==> src/rtl/watch_pkg.sv <==
`default_nettype none
// +--------------------------------------------------------------------------+
// | Module  : watch_pkg                                                      |
// | Brief   : Shared encodings, limits and field helpers for the watch setter|
// | Revision: 1.0 - initial release                                          |
// +--------------------------------------------------------------------------+
package watch_pkg;

    typedef logic [6:0] tfield_t;

    typedef enum logic [2:0] {
        ST_RUN       = 3'd0,
        ST_SET_TIME  = 3'd1,
        ST_SET_ALARM = 3'd2
    } state_t;

    typedef enum logic [1:0] {
        FLD_HOUR = 2'd0,
        FLD_MIN  = 2'd1,
        FLD_SEC  = 2'd2
    } field_t;

    localparam tfield_t HOUR_MAX   = 7'd23;
    localparam tfield_t MINSEC_MAX = 7'd59;

    function automatic tfield_t clamp_load(input tfield_t v, input tfield_t max_v);
        return (v > max_v) ? '0 : v;
    endfunction

    // Out-of-range values (only possible from a corrupt load) snap to a legal edge.
    function automatic tfield_t step_wrap(input tfield_t v, input tfield_t max_v, input logic up);
        tfield_t r;
        if (up)
            r = (v >= max_v) ? '0 : v + 7'd1;
        else
            r = (v == '0 || v > max_v) ? max_v : v - 7'd1;
        return r;
    endfunction

    function automatic field_t next_field(input field_t f, input logic alarm_mode);
        field_t r;
        if (alarm_mode) begin
            r = (f == FLD_HOUR) ? FLD_MIN : FLD_HOUR;
        end else begin
            case (f)
                FLD_HOUR: r = FLD_MIN;
                FLD_MIN : r = FLD_SEC;
                default : r = FLD_HOUR;
            endcase
        end
        return r;
    endfunction

endpackage
`default_nettype wire

==> src/rtl/key_debounce.sv <==
`default_nettype none
// +--------------------------------------------------------------------------+
// | Module  : key_debounce                                                   |
// | Brief   : 2-FF synchroniser, level debouncer and press-pulse generator   |
// | Revision: 1.0 - initial release                                          |
// +--------------------------------------------------------------------------+
module key_debounce #(
    parameter int DEBOUNCE_CYCLES = 200
) (
    input  logic CLK,
    input  logic RESETN,
    input  logic key_raw,
    output logic key_level,
    output logic key_press
);

    localparam int c_CNT_W = (DEBOUNCE_CYCLES > 1) ? $clog2(DEBOUNCE_CYCLES) : 1;
    localparam logic [c_CNT_W-1:0] c_CNT_LAST = c_CNT_W'(DEBOUNCE_CYCLES - 1);

    logic               r_sync1;
    logic               r_sync2;
    logic               r_level;
    logic               r_press;
    logic [c_CNT_W-1:0] r_cnt;

    // The counter measures how long the synchronised input has disagreed with
    // the accepted level; any return to the old level restarts it.
    always_ff @(posedge CLK) begin
        if (!RESETN) begin
            r_sync1 <= 1'b0;
            r_sync2 <= 1'b0;
            r_level <= 1'b0;
            r_press <= 1'b0;
            r_cnt   <= '0;
        end else begin
            r_sync1 <= key_raw;
            r_sync2 <= r_sync1;
            r_press <= 1'b0;
            if (r_sync2 != r_level) begin
                if (r_cnt == c_CNT_LAST) begin
                    r_level <= r_sync2;
                    r_press <= r_sync2;
                    r_cnt   <= '0;
                end else begin
                    r_cnt <= r_cnt + c_CNT_W'(1);
                end
            end else begin
                r_cnt <= '0;
            end
        end
    end

    assign key_level = r_level;
    assign key_press = r_press;

endmodule
`default_nettype wire

==> src/rtl/watch_time_setter.sv <==
`default_nettype none
// +--------------------------------------------------------------------------+
// | Module  : watch_time_setter                                              |
// | Brief   : Button-driven time/alarm setting FSM for the watch counter.    |
// |           Define WATCH_SET_AUTOREPEAT_EN for held UP/DOWN auto-repeat.   |
// | Revision: 1.0 - initial release                                          |
// +--------------------------------------------------------------------------+
module watch_time_setter
    import watch_pkg::*;
#(
    parameter int DEBOUNCE_CYCLES = 200,
    parameter int TIMEOUT_CYCLES  = 300000,
    parameter int BLINK_HALF      = 5000
) (
    input  logic       CLK,
    input  logic       RESETN,
    input  logic       KEY_MODE,
    input  logic       KEY_NEXT,
    input  logic       KEY_UP,
    input  logic       KEY_DOWN,
    input  logic       KEY_OK,
    input  logic [6:0] CUR_HOUR,
    input  logic [6:0] CUR_MIN,
    input  logic [6:0] CUR_SEC,
    output logic [6:0] SET_HOUR,
    output logic [6:0] SET_MIN,
    output logic [6:0] SET_SEC,
    output logic [2:0] STATE,
    output logic       OK,
    output logic [1:0] EDIT_FIELD,
    output logic       BLINK,
    output logic [6:0] ALARM_HOUR,
    output logic [6:0] ALARM_MIN,
    output logic       ALARM_EN
);

    localparam int c_TO_W  = (TIMEOUT_CYCLES > 1) ? $clog2(TIMEOUT_CYCLES) : 1;
    localparam int c_BLK_W = (BLINK_HALF > 1) ? $clog2(BLINK_HALF) : 1;
    localparam logic [c_TO_W-1:0]  c_TO_LAST  = c_TO_W'(TIMEOUT_CYCLES - 1);
    localparam logic [c_BLK_W-1:0] c_BLK_LAST = c_BLK_W'(BLINK_HALF - 1);

    localparam int c_K_MODE = 0;
    localparam int c_K_NEXT = 1;
    localparam int c_K_UP   = 2;
    localparam int c_K_DOWN = 3;
    localparam int c_K_OK   = 4;

    logic [4:0] w_raw;
    logic [4:0] w_lvl;
    logic [4:0] w_pls;

    assign w_raw = {KEY_OK, KEY_DOWN, KEY_UP, KEY_NEXT, KEY_MODE};

    for (genvar gi = 0; gi < 5; gi++) begin : g_key
        key_debounce #(
            .DEBOUNCE_CYCLES(DEBOUNCE_CYCLES)
        ) u_key_debounce (
            .CLK      (CLK),
            .RESETN   (RESETN),
            .key_raw  (w_raw[gi]),
            .key_level(w_lvl[gi]),
            .key_press(w_pls[gi])
        );
    end

    logic w_rep_up;
    logic w_rep_dn;
    logic w_unused_lvl;

`ifdef WATCH_SET_AUTOREPEAT_EN
    localparam logic [12:0] c_REP_FIRST = 13'd4999;
    localparam logic [12:0] c_REP_NEXT  = 13'd999;

    logic [12:0] r_rep_cnt;
    logic        r_rep_armed;
    logic        w_rep_held;
    logic        w_rep_fire;

    assign w_rep_held = w_lvl[c_K_UP] | w_lvl[c_K_DOWN];
    assign w_rep_fire = w_rep_held && !(w_pls[c_K_UP] | w_pls[c_K_DOWN]) &&
                        (r_rep_cnt == (r_rep_armed ? c_REP_NEXT : c_REP_FIRST));
    assign w_rep_up   = w_rep_fire & w_lvl[c_K_UP];
    assign w_rep_dn   = w_rep_fire & ~w_lvl[c_K_UP] & w_lvl[c_K_DOWN];
    assign w_unused_lvl = ^{w_lvl[c_K_OK], w_lvl[c_K_NEXT], w_lvl[c_K_MODE]};

    always_ff @(posedge CLK) begin
        if (!RESETN) begin
            r_rep_cnt   <= '0;
            r_rep_armed <= 1'b0;
        end else if (!w_rep_held || w_pls[c_K_UP] || w_pls[c_K_DOWN]) begin
            r_rep_cnt   <= '0;
            r_rep_armed <= 1'b0;
        end else if (w_rep_fire) begin
            r_rep_cnt   <= '0;
            r_rep_armed <= 1'b1;
        end else begin
            r_rep_cnt <= r_rep_cnt + 13'd1;
        end
    end
`else
    assign w_rep_up     = 1'b0;
    assign w_rep_dn     = 1'b0;
    assign w_unused_lvl = ^w_lvl;
`endif

    // Fixed priority OK > MODE > NEXT > UP > DOWN; losers are dropped.
    logic w_up_src, w_dn_src, w_key_any;
    logic w_ev_ok, w_ev_mode, w_ev_next, w_ev_up, w_ev_dn;

    assign w_up_src  = w_pls[c_K_UP] | w_rep_up;
    assign w_dn_src  = w_pls[c_K_DOWN] | w_rep_dn;
    assign w_key_any = (|w_pls) | w_rep_up | w_rep_dn;
    assign w_ev_ok   = w_pls[c_K_OK];
    assign w_ev_mode = w_pls[c_K_MODE] & ~w_ev_ok;
    assign w_ev_next = w_pls[c_K_NEXT] & ~(w_ev_ok | w_pls[c_K_MODE]);
    assign w_ev_up   = w_up_src & ~(w_ev_ok | w_pls[c_K_MODE] | w_pls[c_K_NEXT]);
    assign w_ev_dn   = w_dn_src & ~(w_ev_ok | w_pls[c_K_MODE] | w_pls[c_K_NEXT] | w_up_src);

    state_t             r_state;
    field_t             r_field;
    tfield_t            r_set_hour, r_set_min, r_set_sec;
    tfield_t            r_alarm_hour, r_alarm_min;
    logic               r_alarm_en;
    logic               r_ok;
    logic               r_blink;
    logic [c_TO_W-1:0]  r_to_cnt;
    logic [c_BLK_W-1:0] r_blk_cnt;

    always_ff @(posedge CLK) begin
        if (!RESETN) begin
            r_state      <= ST_RUN;
            r_field      <= FLD_HOUR;
            r_set_hour   <= '0;
            r_set_min    <= '0;
            r_set_sec    <= '0;
            r_alarm_hour <= '0;
            r_alarm_min  <= '0;
            r_alarm_en   <= 1'b0;
            r_ok         <= 1'b0;
            r_blink      <= 1'b0;
            r_to_cnt     <= '0;
            r_blk_cnt    <= '0;
        end else if (r_ok) begin
            // Commit cycle: counter consumed SET_* while STATE was still SET_TIME.
            r_ok      <= 1'b0;
            r_state   <= ST_RUN;
            r_blink   <= 1'b0;
            r_to_cnt  <= '0;
            r_blk_cnt <= '0;
        end else begin
            case (r_state)
                ST_SET_TIME, ST_SET_ALARM: begin
                    r_to_cnt <= w_key_any ? '0 : r_to_cnt + c_TO_W'(1);
                    if (w_ev_up || w_ev_dn) begin
                        r_blink   <= 1'b1;
                        r_blk_cnt <= '0;
                    end else if (r_blk_cnt == c_BLK_LAST) begin
                        r_blink   <= ~r_blink;
                        r_blk_cnt <= '0;
                    end else begin
                        r_blk_cnt <= r_blk_cnt + c_BLK_W'(1);
                    end

                    if (w_ev_ok) begin
                        if (r_state == ST_SET_TIME) begin
                            r_ok <= 1'b1;
                        end else begin
                            r_alarm_hour <= r_set_hour;
                            r_alarm_min  <= r_set_min;
                            r_alarm_en   <= 1'b1;
                            r_state      <= ST_RUN;
                            r_blink      <= 1'b0;
                        end
                    end else if (w_ev_mode) begin
                        if (r_state == ST_SET_TIME) begin
                            r_state    <= ST_SET_ALARM;
                            r_set_hour <= r_alarm_hour;
                            r_set_min  <= r_alarm_min;
                            r_set_sec  <= '0;
                            r_field    <= FLD_HOUR;
                            r_blink    <= 1'b1;
                            r_blk_cnt  <= '0;
                        end else begin
                            r_state <= ST_RUN;
                            r_blink <= 1'b0;
                        end
                    end else if (w_ev_next) begin
                        r_field <= next_field(r_field, r_state == ST_SET_ALARM);
                    end else if (w_ev_up || w_ev_dn) begin
                        case (r_field)
                            FLD_HOUR: r_set_hour <= step_wrap(r_set_hour, HOUR_MAX, w_ev_up);
                            FLD_MIN : r_set_min  <= step_wrap(r_set_min, MINSEC_MAX, w_ev_up);
                            default : r_set_sec  <= step_wrap(r_set_sec, MINSEC_MAX, w_ev_up);
                        endcase
                    end else if (r_to_cnt == c_TO_LAST) begin
                        r_state <= ST_RUN;
                        r_blink <= 1'b0;
                    end
                end
                default: begin
                    r_to_cnt  <= '0;
                    r_blk_cnt <= '0;
                    r_blink   <= 1'b0;
                    if (w_ev_mode) begin
                        r_state    <= ST_SET_TIME;
                        r_set_hour <= clamp_load(CUR_HOUR, HOUR_MAX);
                        r_set_min  <= clamp_load(CUR_MIN, MINSEC_MAX);
                        r_set_sec  <= clamp_load(CUR_SEC, MINSEC_MAX);
                        r_field    <= FLD_HOUR;
                        r_blink    <= 1'b1;
                    end else if (w_ev_ok) begin
                        r_alarm_en <= ~r_alarm_en;
                    end
                end
            endcase
        end
    end

    assign SET_HOUR   = r_set_hour;
    assign SET_MIN    = r_set_min;
    assign SET_SEC    = r_set_sec;
    assign STATE      = r_state;
    assign OK         = r_ok;
    assign EDIT_FIELD = r_field;
    assign BLINK      = r_blink;
    assign ALARM_HOUR = r_alarm_hour;
    assign ALARM_MIN  = r_alarm_min;
    assign ALARM_EN   = r_alarm_en;

endmodule
`default_nettype wire

==> config.mk <==
export PLATFORM = sky130hd
export DESIGN_NAME = watch_time_setter
export DESIGN_NICKNAME = d
export VERILOG_FILES = /design/src/rtl/watch_pkg.sv /design/src/rtl/key_debounce.sv /design/src/rtl/watch_time_setter.sv
export SDC_FILE = /design/constraint.sdc
export NUM_CORES = 1
export LEC_CHECK = 0
export CAP_MARGIN = 20
export CELL_PAD_IN_SITES_DETAIL_PLACEMENT = 0
export CELL_PAD_IN_SITES_GLOBAL_PLACEMENT = 1
export CORE_MARGIN = 2
export CORE_UTILIZATION = 44
export DETAILED_ROUTE_END_ITERATION = 8
export GPL_TIMING_DRIVEN = 0
export PLACE_DENSITY_LB_ADDON = 0.3
export SLEW_MARGIN = 5
export SYNTH_ARGS = -nofsm -noshare
export SYNTH_HDL_FRONTEND = slang
export SYNTH_HIERARCHICAL = 1
export SYNTH_SLANG_ARGS = --single-unit
==> constraint.sdc <==
create_clock -name CLK -period 3.2 [get_ports CLK]
set_clock_uncertainty 0.2 [all_clocks]
set_input_delay 0.32 -clock CLK [delete_from_list [all_inputs] [get_ports CLK]]
set_output_delay 0.32 -clock CLK [all_outputs]
set_load 0.02 [all_outputs]
==> results of run 1 <==
logic make-up after synthesis:
group / synth area share [%]
compound gates: 19.1
fa+ha+maj: 3.10
mux: 2.41
simple gates: 27.1
flops: 36.9
buf+inv: 4.51
xor+xnor: 6.75
other cells: 0.0516
synth_stat cells (5+ instances only):
library cell	number	share of area (%)
or3_1	20	1.7
clkbuf_1	29	1.5
nor3_1	28	1.9
xnor2_1	25	3.0
xor2_1	31	3.7
nand4_1	20	1.7
a31oi_1	10	0.86
ha_1	18	3.1
and4b_1	10	1.4
nand2b_1	5	0.43
o21ai_0	42	2.9
nor4_1	5	0.43
a21boi_1	5	0.52
a21oi_1	41	2.8
and2_1	16	1.4
nand3_2	5	0.69
mux2i_1	13	1.8
nand2_1	78	4.0
a21bo_1	5	0.69
buf_2	10	0.69
nor3b_1	8	0.83
dfxtp_1	134	37
nand3_1	42	2.9
nor3b_2	5	0.86
nor2_1	74	3.8
a211oi_2	16	2.8
buf_6	6	0.93
o211ai_1	7	0.72
and3_1	11	0.95
nor3_2	7	0.96
inv_1	23	1.2
per-layer routing:
| layer | wire (microns) | vias to the layer above | part of all wire, % |
|---|---|---|---|
| li1 | - | 3270 | - |
| met1 | 8820 | 3095 | 47 |
| met3 | 1150 | 30 | 6.1 |
| met4 | 327 | 0 | 1.7 |
| met2 | 8440 | 218 | 45 |
| met5 | 0 | - | 0 |
registers in the layout (all words and copies together), names as in the netlist, 5 cells and up:
signal,count
g_key.u_key_debounce/r_sync2,5
ALARM_HOUR,7
SET_HOUR,7
SET_MIN,7
r_blk_cnt,13
g_key.u_key_debounce/r_sync1,5
g_key.u_key_debounce/r_cnt,40
ALARM_MIN,7
g_key.u_key_debounce/key_level,5
g_key.u_key_debounce/key_press,5
SET_SEC,7
r_to_cnt,19
metrics by stage:
step	setup TNS [ns]	area, sq um	utilization, %	power, W
detailed placement	-3.04	8230	51.4	0.00180
finish	0	8790	54.9	0.00364
global placement	-3.62	8230	51.4	0.00180
floorplan	0	7270	-	0.00175
CTS	0	8790	54.9	0.00367
global route	0	8790	54.9	0.00375
area by class of cell:
class                   instances  area [sq um]
repair buffers                 69           691
well taps                     216           270
multi-input cells             643          4260
inverters                      24          90.1
flip-flops and latches        134          2680
plain buffers                  47           240
fillers                      1553          7210
clock inverters                14           123
clock buffers                  18           439
worst max-delay path: stages (launching register included):
cell and delay, ns:
dfxtp_1 0.37, inv_1 0.07, ha_1 0.27, clkbuf_1 0.40
clkbuf_2 0.33, buf_2 0.31, nor2_1 0.12, nand3_1 0.32
clkbuf_2 0.31, nor2_1 0.08
power groups by stage:
| stage | logic, W | registers [W] | clock network (W) |
|---|---|---|---|
| 2_1_floorplan | 0.0000334 | 0.00172 | 0 |
| 3_3_place_gp | 0.0000865 | 0.00172 | 0 |
| 3_5_place_dp | 0.0000864 | 0.00172 | 0 |
| 4_1_cts | 0.0000870 | 0.00168 | 0.00190 |
| 5_1_grt | 0.0000950 | 0.00168 | 0.00197 |
| 6_report | 0.0000865 | 0.00168 | 0.00187 |
how the worst max path moves through the flow:
stage / start / to / slack (ns) / cells after the start
6_report: STATE[0]$_SDFFE_PP0P_ / r_to_cnt[18]$_SDFF_PP0_ / 0.30 / 9
3_5_place_dp: RESETN / r_to_cnt[18]$_SDFF_PP0_ / -0.19 / 7
3_3_place_gp: RESETN / r_to_cnt[15]$_SDFF_PP0_ / -0.20 / 7
4_1_cts: STATE[0]$_SDFFE_PP0P_ / r_to_cnt[18]$_SDFF_PP0_ / 0.14 / 9
5_1_grt: RESETN / r_to_cnt[18]$_SDFF_PP0_ / 0.03 / 7
2_1_floorplan: STATE[0]$_SDFFE_PP0P_ / r_to_cnt[10]$_SDFF_PP0_ / 0.71 / 9
==> flow_metrics.tcl, run 1 <==
set metrics [dict create \
    synth.cell_area_sq_mm 0.00727 \
    mostFrequentLayoutCells "134 x dfxtp_1, 78 x nand2_1, 74 x nor2_1" \
    p_seq_share_pct 46.2 \
    vias 6613 \
    synth_warnings 6 \
    finalNonFillerCells 1165 \
    ir_drop_mv 0.380 \
    first_iter_violations 554 \
    grt_max_degree 27 \
    hold_viol_final 0 \
    max_clock_freq_mhz 344 \
    leakagePower_nw 2.86 \
    hold_class "flip-flop to flip-flop" \
    crit_arrival_ns 3.02 \
    drive_above_1_share_pct 10.3 \
    clock_latency_ns 0.43 \
    portBuffers 69 \
    dieArea_sq_mm 0.0176 \
    required_ns 3.32 \
    synthCells 848 \
    firstDrtPassIters 5 \
    post_drt_wl_per_cell_microns 16.1 \
    period_share_pct 90.7 \
    hold_start "g_key[2].u_key_debounce/r_sync1$_SDFF_PN0_" \
    placementRows 46 \
    synth-main-ff-cell "dfxtp_1" \
    r2r_start "STATE[0]$_SDFFE_PP0P_" \
    slew_headroom_pct 43.2 \
    synthDistinctLibCells 81 \
    post_cts_buffers 0 \
    initial_core_util_pct 45.4 \
    syn2layout_area_growth_pct 21.0 \
    power_frac_comb_pct 2.4 \
    fin_crit_ns 2.90 \
    status "complete, no violations" \
    nNetsFinal 982 \
    root_buffer "clkbuf_16" \
    use_met2_pct 34.7 \
    rrSetupSlack_ns 0.30 \
    startpoint_type "flip-flop" \
    endpoint_kind "flip-flop" \
    setup_ws_ns 0.297 \
    setup_viol 0 \
    syn_nets 894 \
    min_path_cells 1 \
    dp.cells 1133 \
    cts_hold_buf 0 \
    vias_per_cell 5.68 \
    cap_violations 0 \
    gp_congestion 0.877 \
    drc_errors 0 \
    cts_resized 1 \
    busiest_layer "met2" \
    worstMarginPinSlew_ns 0.849 \
    grt_pass1_wl_microns 31100 \
    grt_pass1_vias 6224 \
    cts_tree "done" \
    grt_antenna_before_repair 0 \
    synth_seq_cells 134 \
    final_antenna_net_count 0 \
    htree_levels 4 \
    swShare_pct 22.8 \
    layout_commonest_cell "dfxtp_1" \
    clock_power_share_pct 51.5 \
    async_flop_share_pct 0 \
    rsz0062_at_grt "no" \
    coreArea_sq_mm 0.0160 \
    synth_area_per_cell_sq_um 8.57 \
    dpl_worst_slack_ns -0.189 \
    power_density_mw_per_mm2 414 \
    clkSlewWorstSetupHoldPaths_ns 0.06 \
    track_usage_pct 21.8 \
    grt_overflow_total 0 \
    num_io_pins 71 \
    critPathMaxFanout 10 \
    p_switching_w 0.000829 \
    slew_violations 0 \
    hpwlAfterDp_microns 13100 \
    p_int_w 0.00281 \
    holdPathEnd "g_key[2].u_key_debounce/r_sync2$_SDFF_PN0_" \
    clock_sinks 134 \
    reg2reg_depth 9 \
    diodes 0 \
    die_x_microns 133 \
    critical_path_class "flip-flop to flip-flop" \
    hold_slack_ns 0.230 \
    fp.dieH_microns 133 \
    met3_usage_pct 4.94 \
    cts_buffers 17 \
    synth_edf_count 0 \
    clockBufferDepth 2 \
    reg2reg_to "r_to_cnt[18]$_SDFF_PP0_" \
    use_met1_pct 29.3 \
    synth_seq_area_share_pct 36.9 \
    drt-total-wl_microns 18700 \
]
Power figures use the tool's default switching activity.
==> inputs of run 2 (changes only) <==
--- a/config.mk
+++ b/config.mk
@@ -10,8 +10,10 @@
 export CELL_PAD_IN_SITES_GLOBAL_PLACEMENT = 1
 export CORE_MARGIN = 2
 export CORE_UTILIZATION = 44
+export CTS_CLUSTER_SIZE = 20
 export DETAILED_ROUTE_END_ITERATION = 8
 export GPL_TIMING_DRIVEN = 0
+export MAX_ROUTING_LAYER = met4
 export PLACE_DENSITY_LB_ADDON = 0.3
 export SLEW_MARGIN = 5
 export SYNTH_ARGS = -nofsm -noshare
==> flow_metrics.tcl, run 2 (synthesis gave the netlist of run 1 again) <==
set metrics [dict create \
    status "complete, no violations" \
    power_w 0.00364 \
    hold_viol_final 0 \
    post_drt_wl_per_cell_microns 16.1 \
    grt_pass1_vias 6217 \
    cts_tree "done" \
    largest_reg_flops 40 \
    drt-total-wl_microns 18800 \
    syn2layout_area_growth_pct 21.0 \
    power_density_mw_per_mm2 414 \
    grt_overflow_total 0 \
    ir_drop_mv 0.381 \
    cp_slowest_cell "clkdlybuf4s50_1" \
    period_share_pct 90.6 \
    track_usage_pct 22.4 \
    grt_antenna_before_repair 0 \
    num_io_pins 71 \
    worstMarginPinSlew_ns 0.828 \
    htree_levels 4 \
    placed_area_sq_mm 0.00823 \
    cts_buffers 17 \
    clockBufferDepth 2 \
    slew_headroom_pct 44.6 \
    critPathBufInv 2 \
    fp.dieH_microns 133 \
    rsz0062_at_grt "no" \
    final_cell_area_sq_mm 0.00879 \
    drc_errors 0 \
    leakagePower_nw 2.86 \
    fin_crit_ns 2.90 \
    clock_sinks 134 \
    nNetsFinal 982 \
    initial_core_util_pct 45.4 \
    vias_per_cell 5.67 \
    gp_congestion 0.891 \
    hold_class "flip-flop to flip-flop" \
    vias 6603 \
    placementRows 46 \
    max_clock_freq_mhz 345 \
    crit_arrival_ns 3.04 \
    portBuffers 69 \
    clkSlewWorstSetupHoldPaths_ns 0.06 \
    hpwlAfterDp_microns 13100 \
    diodes 0 \
    drive_above_1_share_pct 10.3 \
    top_register "g_key.u_key_debounce/r_cnt" \
    critical_path.max_stage_delay_ns 0.96 \
    clock_latency_ns 0.43 \
    required_ns 3.34 \
    mostFrequentLayoutCells "134 x dfxtp_1, 78 x nand2_1, 74 x nor2_1" \
    path_cells "clkdlybuf4s50_1 -> clkbuf_1 -> nor2b_1 -> o21ai_0 -> nor2_1 -> o221ai_1 -> o22ai_1" \
    first_iter_violations 619 \
    critPathMaxFanout 26 \
    grt_pass1_wl_microns 31200 \
    layout_commonest_cell "dfxtp_1" \
    final_antenna_net_count 0 \
    dieArea_sq_mm 0.0176 \
    root_buffer "clkbuf_16" \
    grt_max_degree 27 \
    largestRegisters "g_key.u_key_debounce/r_cnt: 40 flops, r_to_cnt: 19 flops, r_blk_cnt: 13 flops" \
    cap_violations 0 \
    slew_violations 0 \
    hold_slack_ns 0.231 \
    coreArea_sq_mm 0.0160 \
    firstDrtPassIters 5 \
    cp_top_family "buffers and inverters" \
    endpoint_kind "flip-flop" \
    die_x_microns 133 \
    critical_path_class "input port to flip-flop" \
    setup_viol 0 \
    startpoint_type "input port" \
]
run 2: cell counts in the layout (fill, tap and decap cells not counted):
No cell type changed its count.
run 2: worst register-to-register path: cells and delay by family (launching register included):
family                   cells  cell delay [ns]
adder cells (fa/ha/maj)      1             0.27
buffers and inverters        5             1.41
flip-flops                   1             0.37
AND/OR/NAND/NOR              3             0.52
run 2: through the flow:
step	setup slack, ns	cells	util (%)	TNS, ns
floorplan	0.714	848	-	0
detailed placement	-0.189	1133	51.4	-3.04
global placement	-0.198	1133	51.4	-3.62
finish	0.301	1165	54.9	0
global route	0.0350	1165	54.9	0
CTS	0.140	1165	54.9	0
run 2: path summary, 6_finish.rpt:
path | end | from | depth (start not counted) | slack [ns]
setup / recovery | SET_HOUR[0]$_SDFFE_PN0P_ | RESETN | 7 | 0.30
hold / removal | g_key[2].u_key_debounce/r_sync2$_SDFF_PN0_ | g_key[2].u_key_debounce/r_sync1$_SDFF_PN0_ | 1 | 0.23
setup reg to reg | r_to_cnt[18]$_SDFF_PP0_ | STATE[0]$_SDFFE_PP0P_ | 9 | 0.31
hold reg to reg | g_key[2].u_key_debounce/r_sync2$_SDFF_PN0_ | g_key[2].u_key_debounce/r_sync1$_SDFF_PN0_ | 1 | 0.23
run 2: metal layers:
| metal | GRT usage [%] | part of all wire [%] |
|---|---|---|
| met5 | - | 0 |
| met4 | 7.95 | 1.8 |
| met3 | 4.48 | 5.9 |
| met2 | 34.8 | 46 |
| met1 | 29.1 | 47 |
run 2: report_power, final:
part	internal, W	total, W	switching, W
clock	0.00109	0.00187	0.000780
combinational	0.0000436	0.0000866	0.0000430
sequential	0.00168	0.00168	0.00000438
total	0.00281	0.00364	0.000827
run 2: repair_timing:
action,CTS,global route
setup buffers,0,0
hold endpoints to repair,0,0
gates resized for setup,1,2
hold buffers,0,0
endpoints found under the setup margin,2,10
run 2: final cells by class:
type                       count  area (sq um)
timing repair buffer          69           691
clock inverter                14           123
inverter                      24          90.1
tap                          216           270
sequential                   134          2680
clock buffer                  18           439
fill                        1553          7210
multi-input combinational    643          4260
buffer                        47           240
